--- src/rtl/uart_rx_frame_pkg.sv ---
// Shared types and helpers for the host-link UART receiver.
package uart_pkg;

    typedef enum logic [1:0] {IDLE, START, DATA, STOP} rx_state_t;

    localparam int unsigned DEFAULT_CLKS_PER_BIT = 1736;

    function automatic logic maj3(input logic a, input logic b, input logic c);
        return (a & b) | (a & c) | (b & c);
    endfunction

endpackage

--- src/rtl/uart_rx_frame_if.sv ---
// Valid/ready byte stream from the UART receiver to the command parser.
interface uart_rx_frame_if #(
    parameter int unsigned DATA_BITS = 8
);
    logic [DATA_BITS-1:0] rx_data;
    logic                 rx_valid;
    logic                 rx_ready;

    modport master (output rx_data, output rx_valid, input rx_ready);
    modport slave  (input rx_data, input rx_valid, output rx_ready);
endinterface

--- src/rtl/uart_rx_frame_bit_synchronizer.sv ---
// Multi-flop synchroniser for asynchronous single-bit inputs (serial pins, buttons).
module bit_synchronizer #(
    parameter int unsigned SYNC_STAGES = 2,
    parameter logic        RESET_VAL   = 1'b1
) (
    input  logic clk,
    input  logic rst,
    input  logic d,
    output logic q
);
    logic [SYNC_STAGES-1:0] sync_q;

    always_ff @(posedge clk or posedge rst) begin
        if (rst) begin
            sync_q <= {SYNC_STAGES{RESET_VAL}};
        end else begin
            sync_q[0] <= d;
            for (int unsigned i = 1; i < SYNC_STAGES; i++) begin
                sync_q[i] <= sync_q[i-1];
            end
        end
    end

    assign q = sync_q[SYNC_STAGES-1];
endmodule

--- src/rtl/uart_rx_frame.sv ---
// 8N1 UART receiver with start-glitch rejection, 3-sample majority voting,
// framing/overrun detection and a one-byte valid/ready holding register.
module uart_rx_frame
    import uart_pkg::*;
#(
    parameter int unsigned CLKS_PER_BIT = DEFAULT_CLKS_PER_BIT,
    parameter int unsigned DATA_BITS    = 8,
    parameter int unsigned SYNC_STAGES  = 2
) (
    input  logic                   CLK100MHZ,
    input  logic                   reset,
    input  logic                   rxd,
    uart_rx_frame_if.master        rx_if,
    output logic                   frame_err,
    output logic                   overrun_err,
    output logic                   busy
);
    localparam int unsigned CNT_W = $clog2(CLKS_PER_BIT);
    localparam int unsigned IDX_W = (DATA_BITS > 1) ? $clog2(DATA_BITS) : 1;
    localparam int unsigned HALF  = CLKS_PER_BIT / 2;

    localparam logic [CNT_W-1:0] SMP_A_C = CNT_W'(HALF - 1);
    localparam logic [CNT_W-1:0] SMP_B_C = CNT_W'(HALF);
    localparam logic [CNT_W-1:0] MID_C   = CNT_W'(HALF + 1);
    localparam logic [CNT_W-1:0] LAST_C  = CNT_W'(CLKS_PER_BIT - 1);
    localparam logic [IDX_W-1:0] IDX_LAST = IDX_W'(DATA_BITS - 1);

    rx_state_t            state;
    logic [CNT_W-1:0]     cnt;
    logic [IDX_W-1:0]     bit_idx;
    logic [DATA_BITS-1:0] shreg;
    logic                 smp_a;
    logic                 smp_b;
    logic                 deliver;
    logic                 rxd_s;
    logic                 rxd_s_d;
    logic                 bit_val;
    logic                 at_mid;
    logic                 at_wrap;

    bit_synchronizer #(
        .SYNC_STAGES (SYNC_STAGES),
        .RESET_VAL   (1'b1)
    ) u_rxd_sync (
        .clk (CLK100MHZ),
        .rst (reset),
        .d   (rxd),
        .q   (rxd_s)
    );

    // Third vote is the live sample, so the bit resolves on the HALF+1 cycle itself.
    assign bit_val = maj3(smp_a, smp_b, rxd_s);
    assign at_mid  = (cnt == MID_C);
    assign at_wrap = (cnt == LAST_C);

    always_ff @(posedge CLK100MHZ or posedge reset) begin
        if (reset) begin
            state          <= IDLE;
            cnt            <= '0;
            bit_idx        <= '0;
            shreg          <= '0;
            smp_a          <= 1'b0;
            smp_b          <= 1'b0;
            deliver        <= 1'b0;
            rxd_s_d        <= 1'b1;
            rx_if.rx_data  <= '0;
            rx_if.rx_valid <= 1'b0;
            frame_err      <= 1'b0;
            overrun_err    <= 1'b0;
            busy           <= 1'b0;
        end else begin
            rxd_s_d     <= rxd_s;
            frame_err   <= 1'b0;
            overrun_err <= 1'b0;
            deliver     <= 1'b0;

            if (cnt == SMP_A_C) smp_a <= rxd_s;
            if (cnt == SMP_B_C) smp_b <= rxd_s;

            if (state == IDLE || at_wrap) cnt <= '0;
            else                          cnt <= cnt + CNT_W'(1);

            case (state)
                IDLE: begin
                    if (rxd_s_d && !rxd_s) begin
                        state   <= START;
                        busy    <= 1'b1;
                        bit_idx <= '0;
                    end
                end
                START: begin
                    if (at_mid && bit_val) begin
                        state <= IDLE;
                        busy  <= 1'b0;
                    end else if (at_wrap) begin
                        state <= DATA;
                    end
                end
                DATA: begin
                    if (at_mid) shreg[bit_idx] <= bit_val;
                    if (at_wrap) begin
                        if (bit_idx == IDX_LAST) state <= STOP;
                        else                     bit_idx <= bit_idx + IDX_W'(1);
                    end
                end
                STOP: begin
                    // Leave at mid-stop so the next start edge is never missed.
                    if (at_mid) begin
                        state <= IDLE;
                        busy  <= 1'b0;
                        if (bit_val) deliver   <= 1'b1;
                        else         frame_err <= 1'b1;
                    end
                end
                default: state <= IDLE;
            endcase

            if (deliver) begin
                if (!rx_if.rx_valid || rx_if.rx_ready) begin
                    rx_if.rx_data  <= shreg;
                    rx_if.rx_valid <= 1'b1;
                end else begin
                    overrun_err <= 1'b1;
                end
            end else if (rx_if.rx_valid && rx_if.rx_ready) begin
                rx_if.rx_valid <= 1'b0;
            end
        end
    end
endmodule

--- src/flat_wrapper.sv ---
// flat-port wrapper written by rule: the top's interface ports become plain ports
module uart_rx_frame_flat import uart_pkg::*;
#(
    parameter int unsigned CLKS_PER_BIT = DEFAULT_CLKS_PER_BIT,
    parameter int unsigned DATA_BITS    = 8,
    parameter int unsigned SYNC_STAGES  = 2
)
  (CLK100MHZ, reset, rxd, frame_err, overrun_err, busy, rx_if_rx_data, rx_if_rx_valid, rx_if_rx_ready);
  uart_rx_frame_if #(.DATA_BITS(DATA_BITS)) rx_if_i ();
  input  logic CLK100MHZ;
  input  logic reset;
  input  logic rxd;
  output logic frame_err;
  output logic overrun_err;
  output logic busy;
  output wire logic [$bits(rx_if_i.rx_data)-1:0] rx_if_rx_data;
  output wire logic [$bits(rx_if_i.rx_valid)-1:0] rx_if_rx_valid;
  input wire logic [$bits(rx_if_i.rx_ready)-1:0] rx_if_rx_ready;
  assign rx_if_rx_data = rx_if_i.rx_data;
  assign rx_if_rx_valid = rx_if_i.rx_valid;
  assign rx_if_i.rx_ready = rx_if_rx_ready;
  uart_rx_frame #(.CLKS_PER_BIT(CLKS_PER_BIT), .DATA_BITS(DATA_BITS), .SYNC_STAGES(SYNC_STAGES)) u_core (.CLK100MHZ(CLK100MHZ), .reset(reset), .rxd(rxd), .rx_if(rx_if_i), .frame_err(frame_err), .overrun_err(overrun_err), .busy(busy));
endmodule
--- config.mk ---
export PLATFORM = sky130hd
export DESIGN_NAME = uart_rx_frame_flat
export DESIGN_NICKNAME = d
export VERILOG_FILES = /design/src/rtl/uart_rx_frame_pkg.sv /design/src/rtl/uart_rx_frame_if.sv /design/src/rtl/uart_rx_frame_bit_synchronizer.sv /design/src/rtl/uart_rx_frame.sv /design/src/flat_wrapper.sv
export SDC_FILE = /design/constraint.sdc
export NUM_CORES = 1
export LEC_CHECK = 0
export BUFFER_PORTS_ARGS = -buffer_cell sky130_fd_sc_hd__buf_2
export CAP_MARGIN = 10
export CORE_MARGIN = 10
export CORE_UTILIZATION = 55
export DETAILED_ROUTE_END_ITERATION = 6
export PLACE_DENSITY_LB_ADDON = 0.25
export SYNTH_ARGS = -nofsm -noshare
export SYNTH_HDL_FRONTEND = slang
export SYNTH_SLANG_ARGS = --single-unit
export TNS_END_PERCENT = 1
--- constraint.sdc ---
create_clock -name CLK100MHZ -period 3.2 [get_ports CLK100MHZ]
set_input_delay 0.64 -clock CLK100MHZ [delete_from_list [all_inputs] [get_ports CLK100MHZ]]
set_output_delay 0.64 -clock CLK100MHZ [all_outputs]
set_load 0.01 [all_outputs]
Word level (Yosys, flattened, before mapping)
Index checks and enable logic that the tools add are counted.
W data, S select, Z words.
Storage, ports and cells
  bits in registers: 42
  input bits: 4
  output and inout port bits: 12
  logic and storage cells: 87
Operators by class
  add/sub/neg operators: 2
  order comparisons: 2
  equality and inequality tests: 16
  mux-type cells: 30
  bitwise gates (word level): 5
  reductions and logical operators: 18
Operators with widths (number)
  $eq A11 B10 Y1 const B: 3
  $mux W1: 15
  $mux W2: 6
  $add A11 B1 Y11 const B: 1
  $eq A11 B11 Y1 const B: 1
  $mux W11: 1
  $mux W3: 3
  $bwmux W8: 1
  $ne A2 B1 Y1 const B: 4
  $pmux W2 S4: 1
  $reduce_and A4 Y1: 2
  $ne A2 B2 Y1 const B: 3
  $pmux W3 S2: 1
  $reduce_and A2 Y1: 3
  $reduce_and A5 Y1: 1
  $eq A2 B2 Y1 const B: 2
  $logic_and A1 B1 Y1: 4
  $lt A3 B4 Y1 const B: 1
  $reduce_bool A2 Y1: 2
  $add A3 B1 Y3 const B: 1
  $and A1 B1 Y1: 3
  $demux W1 S3: 1
  $eq A3 B3 Y1 const B: 1
  $ge A3 B1 Y1 const B: 1
  8 further kinds: 11

Depth between registers and ports, before layout
Gate-level depths: netlist of the first run.
  word-level depth: 6
  depth in mapped cells: 6
  mapped depth without buffers: 6

Hierarchy
From an unflattened synthesis of the first run, not the netlist that was laid out.
Second synthesis, totals
  cells, all modules: 164
  area total of the unflattened synthesis: 1973.1 um^2
By module, submodules not included
  uart_rx_frame: times used 1, cells each 161, area an instance 1916.8 um^2, sequential area each 1002.2 um^2
  bit_synchronizer: times used 1, cells each 3, area an instance 56.3 um^2, sequential area each 52.6 um^2

Worst setup path after synthesis of the first run
Ideal clock, no wire load.
  path type: reg2reg
  from: register u_core.cnt[0]
  to: register u_core.bit_idx[0]
  library setup time: 79 ps
  data arrival time: 1881 ps
  data required time: 3121 ps
  slack: 1239 ps
  cell stages (with the launch flop): 6
  path buffers: 0
  period minus slack after synthesis: 1961 ps
  cells stage by stage: dfrtp_1 -> ha_1 -> nand4bb_2 -> or4_4 -> nor4_4 -> mux2i_1
Between the ends
  word-level cells in the longest chain between the ends: 3
Ends and longest elaborated chain
  start, declared: RTL line uart_rx_frame.sv:29  | logic [CNT_W-1:0] cnt;
  start signal, assigned: RTL line uart_rx_frame.sv:81  | else cnt <= cnt + CNT_W'(1);
  $eq A11 B11 Y1: RTL line uart_rx_frame.sv:54  | assign at_wrap = (cnt == LAST_C);
  $ne A2 B1 Y1 (no source line)
  $reduce_and A4 Y1 (no source line)
  end signal, assigned: RTL line uart_rx_frame.sv:103  | else bit_idx <= bit_idx + IDX_W'(1);
  end, declared: RTL line uart_rx_frame.sv:30  | logic [IDX_W-1:0] bit_idx;
Every way passes these cells.
A chain may end at the register's enable or synchronous reset.

Worst setup path in the final report of the first run
Ends and elaborated chain as after synthesis.

==> flow_summary_export.csv, run 1 <==
group,metric,value,unit
cells_and_area,multiInputGateArea,913.4,um^2
sta,hold-worst-slack,0.3575,ns
drt,num_vias,1358,
global_routing,grt_pass1_wl,6092,um
sta,setup_viol,0,
clock_network,cts.htree.levels,2,
worst_setup_path,reg2reg_slack,1.00,ns
flow_run,cap_violations,0,
synthesis,synth_area,2019,um^2
clock_network,tritoncts,"built",
worst_setup_path,slowest_stage,"or4_4",
worst_setup_path,cp_cell_sequence,"ha_1, nand4bb_2, or4_4, nor4_4, mux2i_1",
synthesis,async_reset_ff_frac,1.000,
floorplan,initial_core_util,0.5867,
power,switching_share,0.2644,
sta,min_period_over_period,0.6861,
cells_and_area,antenna_cells,0,
sta,rsz0062_at_grt,"false",
placement,pre_cts_ws,1.024,ns
floorplan,die_x,80.60,um
clock_network,insertion_delay,0.29,ns
power,vdd_ir_drop_max,0.0003904,V
sta,tns,0,ns
sta,setup_ws,1.005,ns
floorplan,io_pins,16,
synthesis,synth_ff_type,"dfrtp_1",
placement,dp.cells,233,
worst_setup_path,path_delay_family,"simple AND/OR/NAND/NOR gates",
worst_setup_path,arrival,2.41,ns
worst_setup_path,critPathKind,"register to register",
clock_network,clk_pin_slew,0.08,ns
sta,slew_headroom,0.6338,
floorplan,rows,21,
cells_and_area,final_cells,241,
synthesis,synth-seq-cells,42,
worst_setup_path,crit_fanout,8,
power,p_per_area,588.9,nW/um^2
drt,postRouteAntennaNets,0,
cells_and_area,fin_nets,203,
placement,gp_congestion,0.8856,
synthesis,syn_inst,175,
synthesis,synth_area_per_cell,11.54,um^2
drt,remaining_drc_errors,0,
worst_setup_path,critPathLaunchType,"register",
cells_and_area,fillers,279,
clock_network,clock-sinks,42,
cells_and_area,ff_latch_area,1055,um^2
worst_setup_path,critPathMaxStageDelay,0.59,ns
global_routing,grt_antenna_before_repair,0,
synthesis,ys_warn_count,0,
synthesis,syn-num-nets,184,
sta,finalHoldViolations,0,
global_routing,grt_max_degree,43,
cells_and_area,area_growth_syn_to_layout,13.13,%
synthesis,synth_edf_count,0,
worst_setup_path,cp-end-kind,"register",
power,p_leak,1.088,nW
synthesis,seq_area_frac_synth,0.5223,
synthesis,synth.distinct_cells,39,
drt,wl,3646,um
drt,drt-initial-drc-count,71,
power,p_seq_frac,0.484,
floorplan,chipHeight,80.60,um
cells_and_area,drive_gt1_frac,0.2821,
global_routing,grt-ovfl-total,0,
power,power_frac_comb,0.140,
sta,fmax,455.5,MHz
worst_setup_path,required,3.41,ns
drt,wl_per_cell,15.13,um
sta,tightest_slew,0.5452,ns
global_routing,grt_pass1_vias,1406,
placement,io_buffer_count,15,
power,clkPwrFrac,0.376,
clock_network,cts_buffers,5,
sta,finClkSkew,0.004569,ns
clock_network,cts-hold-fix-buffers,0,
floorplan,die_area,6496,um^2
power,p_int,0.0009898,W
drt,drt_pass1_iterations,4,
sta,slew_violations,0,
hold_path,min_path_type,"register to register",
floorplan,core,3442,um^2
clock_network,cts_setup_buffers,0,
drt,via_per_inst,5.635,
power,p_switching,0.0003557,W
clock_network,cts_max_path_buffers,2,
sta,fin_crit,2.195,ns
placement,hpwl,2589,um
clock_network,cts_resized,0,
status,status,"complete, no violations",
clock_network,root_buffer,"clkbuf_8",
global_routing,grt_usage,0.1208,
worst_setup_path,crit_buf_inv,0,
[cell usage after synthesis (2+ instances only)]
| cell | instances | area (um^2) |
|---|---|---|
| dfrtp_1 | 39 | 975.9 |
| nor2_1 | 19 | 71.32 |
| mux2_2 | 18 | 202.7 |
| nand2_1 | 12 | 45.04 |
| inv_1 | 9 | 33.78 |
| nand4_1 | 9 | 56.30 |
| nand3_1 | 8 | 40.04 |
| xor2_1 | 8 | 70.07 |
| ha_1 | 5 | 62.56 |
| mux2i_1 | 4 | 40.04 |
| nand2b_1 | 4 | 25.02 |
| dfstp_2 | 3 | 78.83 |
| and3_1 | 2 | 12.51 |
| and3b_1 | 2 | 17.52 |
| clkbuf_1 | 2 | 7.510 |
| nand4b_1 | 2 | 17.52 |
| nor2b_1 | 2 | 12.51 |
| nor3b_1 | 2 | 15.01 |
| nor4_4 | 2 | 42.54 |
| o21ai_0 | 2 | 10.01 |
| or2_2 | 2 | 12.51 |
| or3_1 | 2 | 12.51 |
[area by class of cell]
type | count | area share
flip-flops and latches | 42 | 0.4617
multi-input cells | 120 | 0.3998
clock buffers | 6 | 0.03614
inverters | 9 | 0.01479
clock inverters | 2 | 0.02629
repair buffers | 16 | 0.03614
well taps | 46 | 0.02519
[cells in the final DEF (no fill, tap or decap), types with 3 or more instances in the layout]
cell type	synthesis	routed
mux2_2	18	18
dfrtp_1	39	39
nand4_1	9	9
inv_1	9	9
nand2b_1	4	4
ha_1	5	5
nand3_1	8	8
nand2_1	12	12
clkbuf_8	0	6
mux2i_1	4	4
nor2_1	19	19
buf_2	1	15
dfstp_2	3	3
xor2_1	8	8
[layer usage]
metal  GRT usage  up-vias  routed length (um)
li1            -      654                   -
met1      0.1245      676                1518
met2      0.2070       21                1899
met3     0.04009        7                 164
met4     0.07394        0                  63
met5           0        -                   0
[registers in the layout, indices dropped and copies added (netlist names), named ones only]
register,count
u_core.cnt,11
u_core.rx_if.rx_data,8
u_core.shreg,8
u_core.bit_idx,3
u_core.u_rxd_sync.sync_q,2
u_core.busy,1
u_core.deliver,1
u_core.frame_err,1
u_core.overrun_err,1
u_core.rx_if.rx_valid,1
u_core.rxd_s_d,1
u_core.smp_a,1
u_core.smp_b,1
u_core.state,1
[power groups by stage]
| stage | sequential, W | combinational, W | clock [W] |
|---|---|---|---|
| after floorplan | 0.000626 | 0.000168 | 0 |
| after detailed placement | 0.000658 | 0.000187 | 0 |
| after global routing | 0.000659 | 0.000217 | 0.000540 |
| after CTS | 0.000648 | 0.000192 | 0.000516 |
| final | 0.000651 | 0.000189 | 0.000506 |
| after global placement | 0.000651 | 0.000182 | 0 |
[worst register-to-register path, delay by kind of cell, from the launching register on]
kind,cells,cell delay [ns]
DFF,1,0.48
and+or+nand+nor,3,1.03
muxes,1,0.25
adders and majority gates,1,0.36
[per-stage QoR]
| step | utilization | cell area [um^2] | total power (W) |
|---|---|---|---|
| after floorplan | - | 2019 | 0.0007941 |
| after global placement | 0.6223 | 2142 | 0.0008334 |
| after detailed placement | 0.6223 | 2142 | 0.0008453 |
| after CTS | 0.6638 | 2285 | 0.001357 |
| after global routing | 0.6638 | 2285 | 0.001416 |
| final | 0.6638 | 2285 | 0.001345 |
[logic make-up after synthesis]
kind of cell / after synthesis / synth area share
AND/OR/NAND/NOR: 76 / 0.2286
flip-flops: 42 / 0.5223
multiplexers: 22 / 0.1202
buffers and inverters: 13 / 0.02540
XOR/XNOR: 9 / 0.03904
AO/OA/AOI/OAI: 7 / 0.02850
adder cells (fa/ha/maj): 6 / 0.03594
[path summary, 6_finish.rpt]
kind                       cells after the start                             startpoint                                    end
max                                            5                u_core.cnt[0]$_DFF_PP0_          u_core.bit_idx[0]$_DFFE_PP0P_
min                                            0  u_core.u_rxd_sync.sync_q[0]$_DFF_PP1_  u_core.u_rxd_sync.sync_q[1]$_DFF_PP1_
max reg2reg                                    5                u_core.cnt[0]$_DFF_PP0_          u_core.bit_idx[0]$_DFFE_PP0P_
min reg2reg                                    0  u_core.u_rxd_sync.sync_q[0]$_DFF_PP1_  u_core.u_rxd_sync.sync_q[1]$_DFF_PP1_
max in group asynchronous                      3                                  reset  u_core.u_rxd_sync.sync_q[0]$_DFF_PP1_
min in group asynchronous                      3                                  reset               u_core.smp_b$_DFFE_PP0N_
No activity file was read; power rests on OpenSTA's default activity.
==> run 2: changes to the inputs <==
--- a/config.mk
+++ b/config.mk
@@ -8,7 +8,7 @@
 export BUFFER_PORTS_ARGS = -buffer_cell sky130_fd_sc_hd__buf_2
 export CAP_MARGIN = 10
 export CORE_MARGIN = 10
-export CORE_UTILIZATION = 55
+export CORE_UTILIZATION = 53
 export DETAILED_ROUTE_END_ITERATION = 6
 export PLACE_DENSITY_LB_ADDON = 0.25
 export SYNTH_ARGS = -nofsm -noshare
==> constraint.sdc (replaced) <==
create_clock -name CLK100MHZ -period 1.8 [get_ports CLK100MHZ]
set_input_delay 0.36 -clock CLK100MHZ [delete_from_list [all_inputs] [get_ports CLK100MHZ]]
set_output_delay 0.36 -clock CLK100MHZ [all_outputs]
set_load 0.01 [all_outputs]
==> run 2 against run 1 <==
Sequential share of layout area down 2.3 points; sequential power is 66% higher; largest cell class unchanged; final area increased by 5.4%; global-route usage increased by 0.74 points; worst hold slack got worse by 0.36 ns; clock power rose by 42%; via count rose by 1.8%; critical endpoint is now u_core.bit_idx[1]$_DFFE_PP0P_; the flow now finishes with violations (setup timing); setup slack lost 1.0 ns; critical path type unchanged.
==> flow_summary_export.csv, run 2 (same netlist as run 1, synthesis figures left out) <==
group,metric,value,unit
sta,tns,-0.07319,ns
power,power,0.002358,W
power,switching_share,0.2842,
global_routing,grt_usage,0.1282,
power,p_switching,0.0006701,W
floorplan,io_pins,16,
drt,drt-initial-drc-count,46,
sta,fmax,547.0,MHz
cells_and_area,reg_top3,"u_core.cnt (11), u_core.rx_if.rx_data (8), u_core.shreg (8)",
drt,remaining_drc_errors,0,
placement,gp_congestion,0.8710,
cells_and_area,utilization,0.6579,
worst_setup_path,path_delay_family,"simple AND/OR/NAND/NOR gates",
worst_setup_path,slowest_stage,"or4_4",
sta,slew_headroom,0.6841,
global_routing,grt-ovfl-total,0,
floorplan,rows,22,
cells_and_area,area_growth_syn_to_layout,19.27,%
status,violations,"setup timing",
cells_and_area,antenna_cells,0,
global_routing,grt_pass1_wl,6637,um
status,status,"finished, violations left",
cells_and_area,largest_register_ffs,11,
drt,wl_per_cell,14.61,um
drt,num_vias,1383,
global_routing,grt_antenna_before_repair,0,
sta,rsz0062_at_grt,"true",
power,p_seq_frac,0.457,
flow_run,cap_violations,0,
sta,fin_crit,1.828,ns
clock_network,insertion_delay,0.29,ns
power,p_int,0.001688,W
clock_network,clk_pin_slew,0.08,ns
worst_setup_path,required,2.01,ns
clock_network,tritoncts,"built",
cells_and_area,regMostFlops,"u_core.cnt",
cells_and_area,fillers,291,
sta,finClkSkew,0.006406,ns
power,power_frac_comb,0.239,
floorplan,initial_core_util,0.5516,
sta,slew_violations,0,
placement,dpl-instance-area,2278,um^2
placement,hpwl,2897,um
power,vdd_ir_drop_max,0.0008432,V
floorplan,chipHeight,81.73,um
drt,wl,3783,um
worst_setup_path,arrival,2.04,ns
sta,min_period_over_period,1.016,
global_routing,grt_max_degree,21,
cells_and_area,layout_common_cells,"dfrtp_1 (38), nor2_1 (19), mux2_2 (18)",
floorplan,core,3661,um^2
hold_path,min_path_type,"input port to async pin",
cells_and_area,drive_gt1_frac,0.3507,
drt,via_per_inst,5.340,
sta,finalHoldViolations,0,
power,p_leak,1.153,nW
sta,setup_ws,-0.02823,ns
drt,postRouteAntennaNets,0,
sta,tightest_slew,0.4673,ns
power,clkPwrFrac,0.305,
clock_network,cts_buffers,5,
worst_setup_path,critPathLaunchType,"register",
global_routing,grt_pass1_vias,1409,
placement,pre_cts_ws,-0.04670,ns
placement,io_buffer_count,15,
cells_and_area,final_area,2409,um^2
sta,setup_viol,3,
cells_and_area,layout_commonest_cell,"dfrtp_1",
clock_network,clock-sinks,42,
worst_setup_path,cp-end-kind,"register",
clock_network,cts_max_path_buffers,2,
floorplan,die_x,81.73,um
clock_network,cts.htree.levels,2,
worst_setup_path,critPathMaxStageDelay,0.57,ns
worst_setup_path,crit_buf_inv,0,
floorplan,die_area,6679,um^2
worst_setup_path,crit_fanout,3,
drt,drt_pass1_iterations,4,
cells_and_area,fin_nets,219,
worst_setup_path,critPathKind,"register to register",
worst_setup_path,cp_cell_sequence,"ha_4, nand4bb_4, or4_4, nor4_4, mux2i_1",
clock_network,root_buffer,"clkbuf_8",
power,p_per_area,978.9,nW/um^2
==> run 2: worst paths after layout <==
check	start	end	slack [ns]	cells past startpoint
max reg2reg	u_core.cnt[1]$_DFF_PP0_	u_core.bit_idx[1]$_DFFE_PP0P_	-0.03	5
max in group asynchronous	reset	u_core.rxd_s_d$_DFF_PP1_	1.22	3
min in group CLK100MHZ	rxd	u_core.u_rxd_sync.sync_q[0]$_DFF_PP1_	0.16	1
min reg2reg	u_core.u_rxd_sync.sync_q[0]$_DFF_PP1_	u_core.u_rxd_sync.sync_q[1]$_DFF_PP1_	0.36	0
min	reset	u_core.rx_if.rx_data[1]$_DFFE_PP0P_	0.0004	2
max	u_core.cnt[1]$_DFF_PP0_	u_core.bit_idx[1]$_DFFE_PP0P_	-0.03	5
==> run 2: cell type report <==
cell class / instances / area (um^2) / share of cell area
clock buffers: 5 / 68.82 / 0.02857
clock inverters: 3 / 40.04 / 0.01662
inverters: 9 / 33.78 / 0.01403
multi-input cells: 120 / 947.2 / 0.3932
flip-flops and latches: 42 / 1056 / 0.4384
well taps: 48 / 60.06 / 0.02494
repair buffers: 32 / 202.7 / 0.08416
==> run 2: per-stage QoR <==
| stage | cells | hold WS, ns |
|---|---|---|
| after global routing | 259 | 0.01762 |
| final | 259 | 0.0003720 |
| after CTS | 259 | 0.006595 |
| after global placement | 251 | 0.3100 |
| after detailed placement | 251 | 0.3188 |
| after floorplan | 175 | 0.3452 |
==> run 2: power by group through the flow <==
stage	Sequential [W]	Clock [W]	Combinational, W
6_report	0.00108	0.000718	0.000563
5_1_grt	0.00108	0.000790	0.000631
4_1_cts	0.00108	0.000743	0.000568
3_5_place_dp	0.00109	0	0.000553
3_3_place_gp	0.00109	0	0.000533
2_1_floorplan	0.00113	0	0.000310
==> run 2: repair_timing <==
| item | 4_1_cts | 5_1_grt |
|---|---|---|
| setup endpoints to repair | 13 | 7 |
| gates cloned | 0 | 0 |
| setup buffers | 0 | 0 |
| pin swaps | 1 | 1 |
| gates resized for setup | 2 | 1 |
| hold buffers | 0 | 0 |
==> run 2: routing by layer <==
metal,up-vias,wire [um],track usage
met5,-,0,0
met4,0,80,0.06122
met3,8,184,0.03821
met2,21,1902,0.2171
met1,671,1614,0.1448
li1,683,-,-
